### src/rtl/pia_kbd_dsp.sv
// Apple-1 PIA keyboard/display register block: key type-ahead FIFO in,
// display character out over valid/ready, with KBD/KBDCR/DSP/DSPCR polling registers.
module pia_kbd_dsp #(
    parameter int KEY_FIFO_DEPTH = 4,
    parameter int UPPERCASE      = 1
) (
    input  logic       clk25,
    input  logic       rst,
    input  logic       enable,
    input  logic       cs,
    input  logic [1:0] address,
    input  logic       w_en,
    input  logic [7:0] din,
    output logic [7:0] dout,
    input  logic       key_valid,
    input  logic [6:0] key_data,
    output logic       key_ready,
    output logic       dsp_valid,
    output logic [6:0] dsp_data,
    input  logic       dsp_ready
);
    localparam int PW = (KEY_FIFO_DEPTH > 1) ? $clog2(KEY_FIFO_DEPTH) : 1;
    localparam logic [PW:0] DEPTH_C = (PW+1)'(KEY_FIFO_DEPTH);

    logic [6:0]    mem [KEY_FIFO_DEPTH];
    logic [PW-1:0] wr_ptr, rd_ptr;
    logic [PW:0]   count;
    logic [6:0]    last_key;
    logic [6:0]    kbdcr;
    logic [5:0]    dspcr;
    logic          ovf, drop, busy;

    logic       rd, wr, empty, full, push, pop;
    logic       dsp_wr, dsp_accept;
    logic [6:0] key_in, head;

    assign rd    = cs & enable & ~w_en;
    assign wr    = cs & enable & w_en;
    assign empty = (count == '0);
    assign full  = (count == DEPTH_C);
    assign head  = mem[rd_ptr];

    // A pop frees a slot in the same edge, so a key arriving while full is
    // still taken when the CPU reads KBD in that cycle.
    assign pop   = rd & (address == 2'd0) & ~empty;
    assign push  = key_valid & (~full | pop);

    assign key_in = ((UPPERCASE != 0) && (key_data >= 7'h61) && (key_data <= 7'h7A))
                    ? key_data - 7'h20 : key_data;

    assign dsp_wr     = wr & (address == 2'd2);
    assign dsp_accept = busy & dsp_ready;

    assign key_ready = ~full;
    assign dsp_valid = busy;

    always_ff @(posedge clk25) begin
        if (push) mem[wr_ptr] <= key_in;
    end

    always_ff @(posedge clk25 or posedge rst) begin
        if (rst) begin
            wr_ptr   <= '0;
            rd_ptr   <= '0;
            count    <= '0;
            last_key <= 7'h00;
        end else begin
            if (push) wr_ptr <= wr_ptr + 1'b1;
            if (pop) begin
                rd_ptr   <= rd_ptr + 1'b1;
                last_key <= head;
            end
            case ({push, pop})
                2'b10:   count <= count + 1'b1;
                2'b01:   count <= count - 1'b1;
                default: count <= count;
            endcase
        end
    end

    always_ff @(posedge clk25 or posedge rst) begin
        if (rst) begin
            kbdcr    <= '0;
            dspcr    <= '0;
            ovf      <= 1'b0;
            drop     <= 1'b0;
            busy     <= 1'b0;
            dsp_data <= '0;
        end else begin
            if (wr && address == 2'd1) kbdcr <= din[6:0];
            // Clearing comes first so an event in the same cycle stays visible.
            if (wr && address == 2'd3) begin
                dspcr <= din[5:0];
                ovf   <= 1'b0;
                drop  <= 1'b0;
            end
            if (key_valid && full && !pop) ovf <= 1'b1;
            if (dsp_accept) busy <= 1'b0;
            if (dsp_wr) begin
                if (busy) drop <= 1'b1;
                else begin
                    dsp_data <= din[6:0];
                    busy     <= 1'b1;
                end
            end
        end
    end

    always_comb begin
        dout = 8'h00;
        case (address)
            2'd0: dout = empty ? {1'b0, last_key} : {1'b1, head};
            2'd1: dout = {~empty, kbdcr};
            2'd2: dout = {busy, dsp_data};
            2'd3: dout = {ovf, drop, dspcr};
            default: dout = 8'h00;
        endcase
    end
endmodule

### config.mk
export PLATFORM = sky130hd
export DESIGN_NAME = pia_kbd_dsp
export DESIGN_NICKNAME = d
export VERILOG_FILES = /design/src/rtl/pia_kbd_dsp.sv
export SDC_FILE = /design/constraint.sdc
export NUM_CORES = 1
export LEC_CHECK = 0
export BUFFER_PORTS_ARGS = -buffer_cell sky130_fd_sc_hd__buf_2
export CORE_AREA = 2 2 107 57
export DETAILED_ROUTE_END_ITERATION = 6
export DIE_AREA = 0 0 109 59
export HOLD_SLACK_MARGIN = 0.08
export PLACE_DENSITY = 0.88
export SKIP_LAST_GASP = 1
export SLEW_MARGIN = 20
export SYNTH_ARGS = -nofsm -noshare
export SYNTH_HDL_FRONTEND = slang
export SYNTH_SLANG_ARGS = --single-unit
### constraint.sdc
create_clock -name clk25 -period 3.3 [get_ports clk25]
set_input_delay 0.33 -clock clk25 [delete_from_list [all_inputs] [get_ports clk25]]
set_output_delay 0.33 -clock clk25 [all_outputs]
set_load 0.02 [all_outputs]
# == Word level (Yosys, flattened, before mapping) ==
# Memories as Yosys holds them, arrays and structs flattened.
# Index checks and enable logic that the tools add are counted.
# Widths: inputs -> output; s select.
# totals
reg_bits,37
ram_bits,28
output_inout_bits,17
word_cells,62
memories,1
# classes
n_addsub,5
order_cmp,2
eq_ne,6
muxes,14
bitwise_logic,13
n_reduce_logical,11
# memory_table
memory,depth,word_bits,rd,rd_ports_with_merged_regs,wr,line,rtl
mem,4,7,1,0,1,25,logic [6:0] mem [KEY_FIFO_DEPTH];
# ops
operator,n
$pmux 8 s4,1
$mux 1,10
$and 1x1->1,8
$mux 8,1
$ge 7x7->1 const B,1
$le 7x7->1 const B,1
$mux 7,1
$sub 7x6->7 const B,1
$eq 2x2->1 const B,3
$pmux 3 s2,1
$logic_and 1x1->1,5
$add 2x1->2 const B,2
$eq 2x1->1 const B,2
$not 1->1,4
$reduce_bool 2->1,2
$add 3x1->3 const B,1
$eq 3x3->1 const B,1
$logic_not 3->1,1
$sub 3x1->3 const B,1
$logic_not 2->1,1
$reduce_and 2->1,1
$logic_not 1->1,1
$or 1x1->1,1

# == Depth between registers and ports, before layout ==
# Gate-level depths: netlist of run 1.
# logic_depth
depth_word,8
depth_mapped,10
mapped_depth_nobuf,8

# == Least setup slack after synthesis of run 1 ==
# No wires, ideal clock.
# synth_timing
kind,reg2reg
start,register count[2]
end,register count[1]
setup_time_ns,0.065
t_arrival_ns,2.251
slack_ns,0.984
stages_incl_launch_ff,11
path_buffers,2
period_less_slack_ns,2.316
path_cell_list,dfrtp_1 -> or3_1 -> buf_6 -> nor4b_1 -> buf_2 -> nand2_1 -> fa_1 -> inv_1 -> o21ai_0 -> a211oi_1 -> o22a_1
# synth_between
elab_chain_len,7
word_cells_on_any_way,11
cone_classes,eq/ne (3); mux (1); bitwise (5); reduce/logical (2)
# synth_rtl
element,line,rtl
from (decl),27,logic [PW:0] count;
from (signal assigned),74,2'b10: count <= count + 1'b1;
from (signal assigned),75,2'b01: count <= count - 1'b1;
from (signal assigned),76,default: count <= count;
$logic_not 3->1,39,assign empty = (count == '0);
$not 1->1,45,assign pop = rd & (address == 2'd0) & ~empty;
$and 1x1->1,45,
$or 1x1->1,46,assign push = key_valid & (~full | pop);
$and 1x1->1,46,
$eq 2x1->1 or $eq 2x2->1 (tied branches),73,"case ({push, pop})"
$pmux 3 s2 or $reduce_bool 2->1 (tied branches),--,
# Parallel ways exist; a longest one is shown, timed or not.
# A chain may end at the register's enable or synchronous reset.

# == Final worst setup path of run 1 ==
# layout_timing
start,register rd_ptr[0]
end,output dout[0]
# layout_between
elab_chain_len,3
# layout_rtl
element,line,rtl
from (decl),26,"logic [PW-1:0] wr_ptr, rd_ptr;"
from (signal assigned),70,rd_ptr <= rd_ptr + 1'b1;
$mem_v2 4x7,--,
$mux 8,112,"2'd0: dout = empty ? {1'b0, last_key} : {1'b1, head};"
$pmux 8 s4,111,case (address)
to (decl),14,"output logic [7:0] dout,"
# Every way passes these cells.

==> results of run 1 <==
-- synth_stat cells, types with 2 or more instances --
master                     number
sky130_fd_sc_hd__mux4_2        14
sky130_fd_sc_hd__mux2_2        28
sky130_fd_sc_hd__clkbuf_1       4
sky130_fd_sc_hd__dfrtp_1       37
sky130_fd_sc_hd__mux2i_1        2
sky130_fd_sc_hd__mux2_4         7
sky130_fd_sc_hd__edfxtp_1      28
sky130_fd_sc_hd__buf_6          2
sky130_fd_sc_hd__o31ai_1        2
sky130_fd_sc_hd__nor2_1         4
sky130_fd_sc_hd__o211ai_1       2
sky130_fd_sc_hd__xor2_1         2
sky130_fd_sc_hd__or3_1          2
sky130_fd_sc_hd__inv_1          8
sky130_fd_sc_hd__nand2_1       12
sky130_fd_sc_hd__a21oi_1        4
sky130_fd_sc_hd__nor4_1         2
sky130_fd_sc_hd__o21ai_0        3
sky130_fd_sc_hd__ha_1           5
sky130_fd_sc_hd__and2_1         4
sky130_fd_sc_hd__xnor2_1        3
-- kinds of logic after synthesis --
| logic type | Yosys count | share of synthesized area |
|---|---|---|
| AO/OA/AOI/OAI | 21 | 0.0494 |
| XOR/XNOR | 5 | 0.0143 |
| adder cells (fa/ha/maj) | 6 | 0.0270 |
| buffers and inverters | 16 | 0.0249 |
| flip-flops | 65 | 0.577 |
| multiplexers | 51 | 0.247 |
| AND/OR/NAND/NOR | 34 | 0.0609 |
-- sequential cells by signal (all words and copies together) (netlist names), 2 cells and up --
name and cells:
mem 28, dsp_data 7, kbdcr 7, rd_ptr 2, last_key 7, dspcr 6, count 3, wr_ptr 2
-- stage by stage --
| step | util | power (mW) | hold slack [ns] |
|---|---|---|---|
| global placement | 0.616 | 2.10 | 0.452 |
| detailed placement | 0.616 | 2.18 | 0.471 |
| CTS | 0.662 | 3.01 | 0.0902 |
| floorplan | - | 1.92 | 0.426 |
| finish | 0.664 | 2.99 | 0.0910 |
| global route | 0.664 | 3.15 | 0.122 |
-- path summary, 6_finish.rpt --
kind,from,cells after the start,end,slack [ns]
hold reg to reg,dspcr[1]$_DFFE_PP0P_,1,dspcr[1]$_DFFE_PP0P_,0.51
setup / recovery,rd_ptr[0]$_DFFE_PP0N_,4,dout[0],0.44
hold / removal,rst,3,last_key[1]$_DFFE_PP0N_,0.09
min in group clk25,dsp_ready,2,dsp_valid$_DFF_PP0_,0.16
max in group asynchronous,rst,3,count[0]$_DFFE_PP0P_,2.88
setup reg to reg,count[2]$_DFFE_PP0P_,8,count[2]$_DFFE_PP0P_,0.73
-- worst reg2reg max path, stage by stage (launching register included) --
cell and delay, ns:
sky130_fd_sc_hd__dfrtp_1 0.47, sky130_fd_sc_hd__or3_1 0.18, sky130_fd_sc_hd__nor4b_4 0.61, sky130_fd_sc_hd__nand2_1 0.16, sky130_fd_sc_hd__fa_1 0.41, sky130_fd_sc_hd__nor2b_1 0.20, sky130_fd_sc_hd__o31ai_1 0.16, sky130_fd_sc_hd__o211ai_1 0.14
sky130_fd_sc_hd__o211ai_1 0.13
-- layer usage --
metal,routed length [um],track usage,vias to the layer above
met5,0,0,-
met4,110,0.0769,0
met3,313,0.0527,11
met2,2970,0.361,63
met1,2430,0.254,940
li1,-,-,843
-- final cells by class --
cell class	count	area [um2]
fill	369	1810
sequential	65	1770
multi-input combinational	117	1230
timing repair buffer	41	210
clock inverter	7	125
clock buffer	9	124
tap	73	91.3
inverter	8	30.0
-- power by group --
group / switching (mW) / internal (mW)
Clock: 0.316 / 0.509
Combinational: 0.440 / 0.492
Sequential: 0.166 / 1.07
==> summary.md, run 1 <==
| Metric | Value |
|---|---|
| Seq/Total Area, Yosys | 0.577 |
| Setup slack after placement | 0.255 ns |
| Power density over the cells | 835 nW/um2 |
| Count of state elements after synthesis | 65 |
| Gate count after technology mapping | 198 |
| CTS max path bufs | 2 |
| Cell count after placement | 304 |
| Worst slew pin tran | 0.721 ns |
| Die boundary width | 109 um |
| Type of the worst min-delay path | in -> async |
| Count of vias placed by the detailed router | 1857 |
| Master of the slowest instance on the critical path | sky130_fd_sc_hd__dfrtp_1 |
| Async set-reset flop share out of synthesis | 0.569 |
| Post_cts resized | 0 |
| Gate family responsible for the most delay along the worst path | multiplexers |
| GR Util All Layers | 0.207 |
| Maximum clock frequency | 350 MHz |
| Share of the synthesized area in the top cell type | 0.302 |
| Slew HR | 0.517 |
| Count of synthesis-stage warnings from yosys | 0 |
| Gpl congestion | 0.837 |
| Remaining design rule violation count | 0 |
| H-tree Lvls | 3 |
| Clk root buf | sky130_fd_sc_hd__clkbuf_8 |
| Number of pins with negative max-slew slack in the final report | 0 |
| Final setup violation count | 0 |
| Startpoint Class | register |
| Clock transition at the registers of the reported paths | 0.07 ns |
| WL per Instance | 18.2 um |
| Diodes inserted | 0 |
| Setup_tns | 0 ns |
| Via/cell ratio | 5.80 |
| Worst-case vdd ir drop | 0.425 mV |
| Setup repair after global routing missed its margin | false |
| Result of the run | completed |
| Type of destination of the critical path | primary output |
| Top-level port count | 41 |
| Total CTS buffers | 9 |
| DRT antenna net count | 0 |
| Number of hold violations in the final report | 0 |
| Standard cell core area | 5400 um2 |
| Number of distinct library cell variants in the gate-level netlist after synthesis | 44 |
| Half-perimeter wire length of the detailed placement result | 4130 um |
| Number of clock sinks | 65 |
| Total congestion overflow after global routing | 0 |
| Die area | 6430 um2 |
| Clk_lat worst skew | 0.34 ns |
| Post-Syn Nets | 228 |
| Vias in the first global route | 1890 |
| Time the worst path needs with I/O delays and setup | 2.86 ns |
| Required @ worst endpoint | 2.97 ns |
| Layout cell share with drive strength beyond 1 | 0.441 |
| CTS tree | done |
| Pin count of the biggest net entering global routing | 38 |
| Post-layout net count | 272 |
| Worst path bufs/invs | 1 |
| Number of hold buffers added after cts | 0 |
| Top post-synthesis cells by area | sky130_fd_sc_hd__dfrtp_1, sky130_fd_sc_hd__edfxtp_1, sky130_fd_sc_hd__mux2_2 |
| Largest incremental delay on the critical path | 0.66 ns |
| Total of buffers placed on input and output ports | 39 |
| Library cell occupying the most area in the post-synthesis netlist | sky130_fd_sc_hd__dfrtp_1 |
| Post-CTS Setup Bufs | 0 |
| Path type of the worst setup path | reg -> out |
| Length of the first detailed-routing pass in iterations | 4 |
| Ordered cell list for the critical path | mux4_2 -> mux2_4 -> mux4_2 -> buf_2 |
| Instance area after placement | 3320 um2 |
| Area Growth Syn to Fin | 17.0% |
| Starting DRT DRC Count | 79 |
| Leakage component of the power | 1.49 nW |
| Final period utilization | 0.866 |
| Wire length reported by the detailed router | 5820 um |
| Initial antenna violation count | 0 |
| Starting Density | 0.568 |
| Commonest non-fill, non-tap cells in the layout | sky130_fd_sc_hd__buf_2, sky130_fd_sc_hd__dfrtp_1, sky130_fd_sc_hd__mux2_2, sky130_fd_sc_hd__edfxtp_1, sky130_fd_sc_hd__mux4_2 |
| Standard-cell row count | 19 |
| Max Cap Viol | 0 |
| PnR worst setup slack | 0.441 ns |
| Commonest non-fill, non-tap cell in the layout | sky130_fd_sc_hd__buf_2 |
| Final standard cell count with taps included and fillers excluded | 320 |
| Data arrival time of the critical path | 2.53 ns |
| Setup skew after layout | 0.00607 ns |
| Y dimension of the die | 59 um |
| Post-synth EDFFs | 28 |
| Cell Area, Synth | 3060 um2 |
| Most frequent CP cell | sky130_fd_sc_hd__mux4_2 |
| Main flop type after synthesis | sky130_fd_sc_hd__dfrtp_1 |
| Global-route wire length before repair | 9430 um |
| Post-Synthesis Mean Instance Area | 15.5 um2 |
| Layout Cell Area excl Fill | 3580 um2 |
| Maximum fanout count along the critical path | 9 |
Power figures use the tool's default switching activity.
==> run 2: changes to the inputs <==
==> config.mk (replaced) <==
export PLATFORM = sky130hd
export DESIGN_NAME = pia_kbd_dsp
export DESIGN_NICKNAME = d
export VERILOG_FILES = /design/src/rtl/pia_kbd_dsp.sv
export SDC_FILE = /design/constraint.sdc
export NUM_CORES = 1
export LEC_CHECK = 0
export BUFFER_PORTS_ARGS = -buffer_cell sky130_fd_sc_hd__buf_4
export CORE_AREA = 2 2 105 56
export CTS_BUF_LIST = sky130_fd_sc_hd__clkbuf_4 sky130_fd_sc_hd__clkbuf_8
export DETAILED_ROUTE_END_ITERATION = 6
export DIE_AREA = 0 0 107 58
export HOLD_SLACK_MARGIN = 0.08
export PLACE_DENSITY = 0.91
export SKIP_LAST_GASP = 1
export SLEW_MARGIN = 20
export SYNTH_ARGS = -nofsm -noshare
export SYNTH_HDL_FRONTEND = slang
export SYNTH_SLANG_ARGS = --single-unit
==> run 2 against run 1 <==
  * Non-clock buffer count did not move
  * Global-route usage rose by 2.1 points
  * Final cell count did not move
  * Flip-flop and latch count did not move
  * Die area fell by 3.5%
  * Utilization rose by 2.1 points
  * Clock power fell by 18%
  * Count of clock-buffer cells in the layout rose by 4
  * Clock skew rose by 0.0054 ns
  * Fmax fell by 2.1%
  * Sequential share of layout area fell by 0.66 points
  * Critical path type unchanged
  * Largest power group unchanged
==> summary.md, run 2 (synthesis results as in run 1) <==
| Metric | Value |
|---|---|
| WL per Instance | 19.2 um (+5.3%) |
| Largest reg by FF count | mem |
| Die area | 6210 um2 (-3.5%) |
| Standard cell core area | 5300 um2 (-1.8%) |
| Path type of the worst setup path | reg -> out |
| Fraction of power consumed by the clock network | 0.235 (-0.041) |
| Layout cell share with drive strength beyond 1 | 0.441 (unchanged) |
| Worst reg-to-reg path cell count | 8 (unchanged) |
| Max Cap Viol | 0 (unchanged) |
| Leakage component of the power | 1.51 nW (+0.92%) |
| Maximum fanout count along the critical path | 9 (unchanged) |
| Via/cell ratio | 5.84 (+0.65%) |
| Ordered cell list for the critical path | mux4_2 -> mux2_4 -> mux4_2 -> buf_4 |
| Clk root buf | sky130_fd_sc_hd__clkbuf_8 |
| Standard-cell row count | 19 (unchanged) |
| Post-CTS Setup Bufs | 0 (unchanged) |
| Clk_lat worst skew | 0.34 ns (about the same) |
| Number of hold buffers added after cts | 0 (unchanged) |
| Flop-to-flop setup slack | 0.74 ns (about the same) |
| Post_cts resized | 0 (unchanged) |
| Startpoint Class | register |
| Worst reg2reg path startpoint | count[2]$_DFFE_PP0P_ |
| Required @ worst endpoint | 2.97 ns (about the same) |
| Diodes inserted | 0 (unchanged) |
| Gpl congestion | 0.904 (+7.9%) |
| Largest incremental delay on the critical path | 0.70 ns (+0.04 ns) |
| Maximum clock frequency | 343 MHz (-2.1%) |
| CTS tree | done |
| GR Util All Layers | 0.228 (+0.0209) |
| Length of the first detailed-routing pass in iterations | 4 (unchanged) |
| Result of the run | completed |
| Die boundary width | 107 um (-1.8%) |
| Clock transition at the registers of the reported paths | 0.07 ns (about the same) |
| Remaining design rule violation count | 0 (unchanged) |
| Worst path bufs/invs | 1 (unchanged) |
| Area Growth Syn to Fin | 18.5% |
| Most frequent CP cell | sky130_fd_sc_hd__mux4_2 |
| Largest register FFs | 28 (unchanged) |
| Post-layout net count | 272 (unchanged) |
| Slew HR | 0.495 (-0.0220) |
| Switching Power | 0.884 mW (-4.1%) |
| Type of the worst min-delay path | in -> async |
| Total CTS buffers | 9 (unchanged) |
| Vias in the first global route | 1909 (+1.0%) |
| Cell-internal power | 2.00 mW (-3.5%) |
| Commonest non-fill, non-tap cells in the layout | sky130_fd_sc_hd__buf_4, sky130_fd_sc_hd__dfrtp_1, sky130_fd_sc_hd__mux2_2, sky130_fd_sc_hd__edfxtp_1, sky130_fd_sc_hd__mux4_2 |
| DRT antenna net count | 0 (unchanged) |
| Type of destination of the critical path | primary output |
| Setup_tns | 0 ns (unchanged) |
| Initial antenna violation count | 0 (unchanged) |
| Pin count of the biggest net entering global routing | 38 (unchanged) |
| Gate family responsible for the most delay along the worst path | multiplexers |
| Time the worst path needs with I/O delays and setup | 2.92 ns (+0.0599 ns) |
| Half-perimeter wire length of the detailed placement result | 4320 um (+4.8%) |
| Switching power share of the total | 0.307 (-0.00128) |
| Top-level port count | 41 (unchanged) |
| Final hold slack | 0.0942 ns (+0.00322 ns) |
| Global-route wire length before repair | 9990 um (+5.9%) |
| Y dimension of the die | 58 um (-1.7%) |
| H-tree Lvls | 3 (unchanged) |
| Count of vias placed by the detailed router | 1869 (+0.65%) |
| Setup repair after global routing missed its margin | false |
| Number of hold violations in the final report | 0 (unchanged) |
| Master of the slowest instance on the critical path | sky130_fd_sc_hd__dfrtp_1 |
| Data arrival time of the critical path | 2.59 ns (+0.06 ns) |
| CTS max path bufs | 2 (unchanged) |
| Logic pwr share | 0.334 (+0.022) |
| Total of buffers placed on input and output ports | 39 (unchanged) |
| Total congestion overflow after global routing | 0 (unchanged) |
| Number of pins with negative max-slew slack in the final report | 0 (unchanged) |
| Final period utilization | 0.884 (+0.0181) |
| Final setup violation count | 0 (unchanged) |
| Wire length reported by the detailed router | 6130 um (+5.3%) |
| Commonest non-fill, non-tap cell in the layout | sky130_fd_sc_hd__buf_4 |
| Setup skew after layout | 0.0115 ns (+0.00540 ns) |
| Starting DRT DRC Count | 121 (+53%) |
| Number of clock sinks | 65 (unchanged) |
| Worst slew pin tran | 0.754 ns (+0.0328 ns) |
| Power density over the cells | 794 nW/um2 (-5.0%) |
| Flop pwr share | 0.431 (+0.019) |
| R2r endpoint | count[1]$_DFFE_PP0P_ |
| Worst-case vdd ir drop | 0.354 mV (-17%) |
| Starting Density | 0.578 (+0.0102) |
## run 2: area by class of cell
class / instances / area (um2)
fillers: 350 / 1670
well taps: 73 / 91.3
clock buffers: 13 / 160
clock inverters: 3 / 40.0
inverters: 8 / 30.0
flip-flops and latches: 65 / 1770
multi-input cells: 117 / 1230
repair buffers: 41 / 308
## run 2: power by group through the flow
stage	clock network, mW	logic, mW	registers (mW)
after CTS	0.689	0.970	1.24
after global placement	0	0.928	1.23
final	0.678	0.963	1.24
after global routing	0.729	1.04	1.27
after detailed placement	0	0.961	1.25
after floorplan	0	0.731	1.19
## run 2: through the flow
step | power (mW) | cells | instance area (um2) | worst slack [ns] | util
2_1_floorplan | 1.92 | 198 | 3060 | 0.984 | -
3_3_place_gp | 2.16 | 304 | 3420 | 0.334 | 0.646
3_5_place_dp | 2.21 | 304 | 3420 | 0.173 | 0.646
4_1_cts | 2.90 | 320 | 3620 | 0.355 | 0.683
5_1_grt | 3.03 | 320 | 3630 | 0.285 | 0.685
6_report | 2.88 | 320 | 3630 | 0.381 | 0.685
## run 2: tightest hold or removal path: stages
cell and delay [ns]:
sky130_fd_sc_hd__buf_4 0.11, sky130_fd_sc_hd__inv_1 0.04, sky130_fd_sc_hd__buf_4 0.40
## run 2: per-layer routing
metal	global-route usage	up-vias	part of all wire	wire length, um
li1	-	846	-	-
met1	0.311	939	0.46	2830
met3	0.0821	13	0.060	370
met4	0.0835	0	0.021	128
met5	0	-	0	0
met2	0.344	71	0.46	2800
## run 2: worst max-delay path by stage
stage                          start                   end  cells after the start
6_report       rd_ptr[0]$_DFFE_PP0N_               dout[6]                      4
5_1_grt        rd_ptr[0]$_DFFE_PP0N_               dout[6]                      4
4_1_cts        rd_ptr[0]$_DFFE_PP0N_               dout[6]                      4
3_5_place_dp              address[1]  count[1]$_DFFE_PP0P_                      9
3_3_place_gp              address[1]  count[1]$_DFFE_PP0P_                      9
2_1_floorplan   count[2]$_DFFE_PP0P_  count[1]$_DFFE_PP0P_                     10
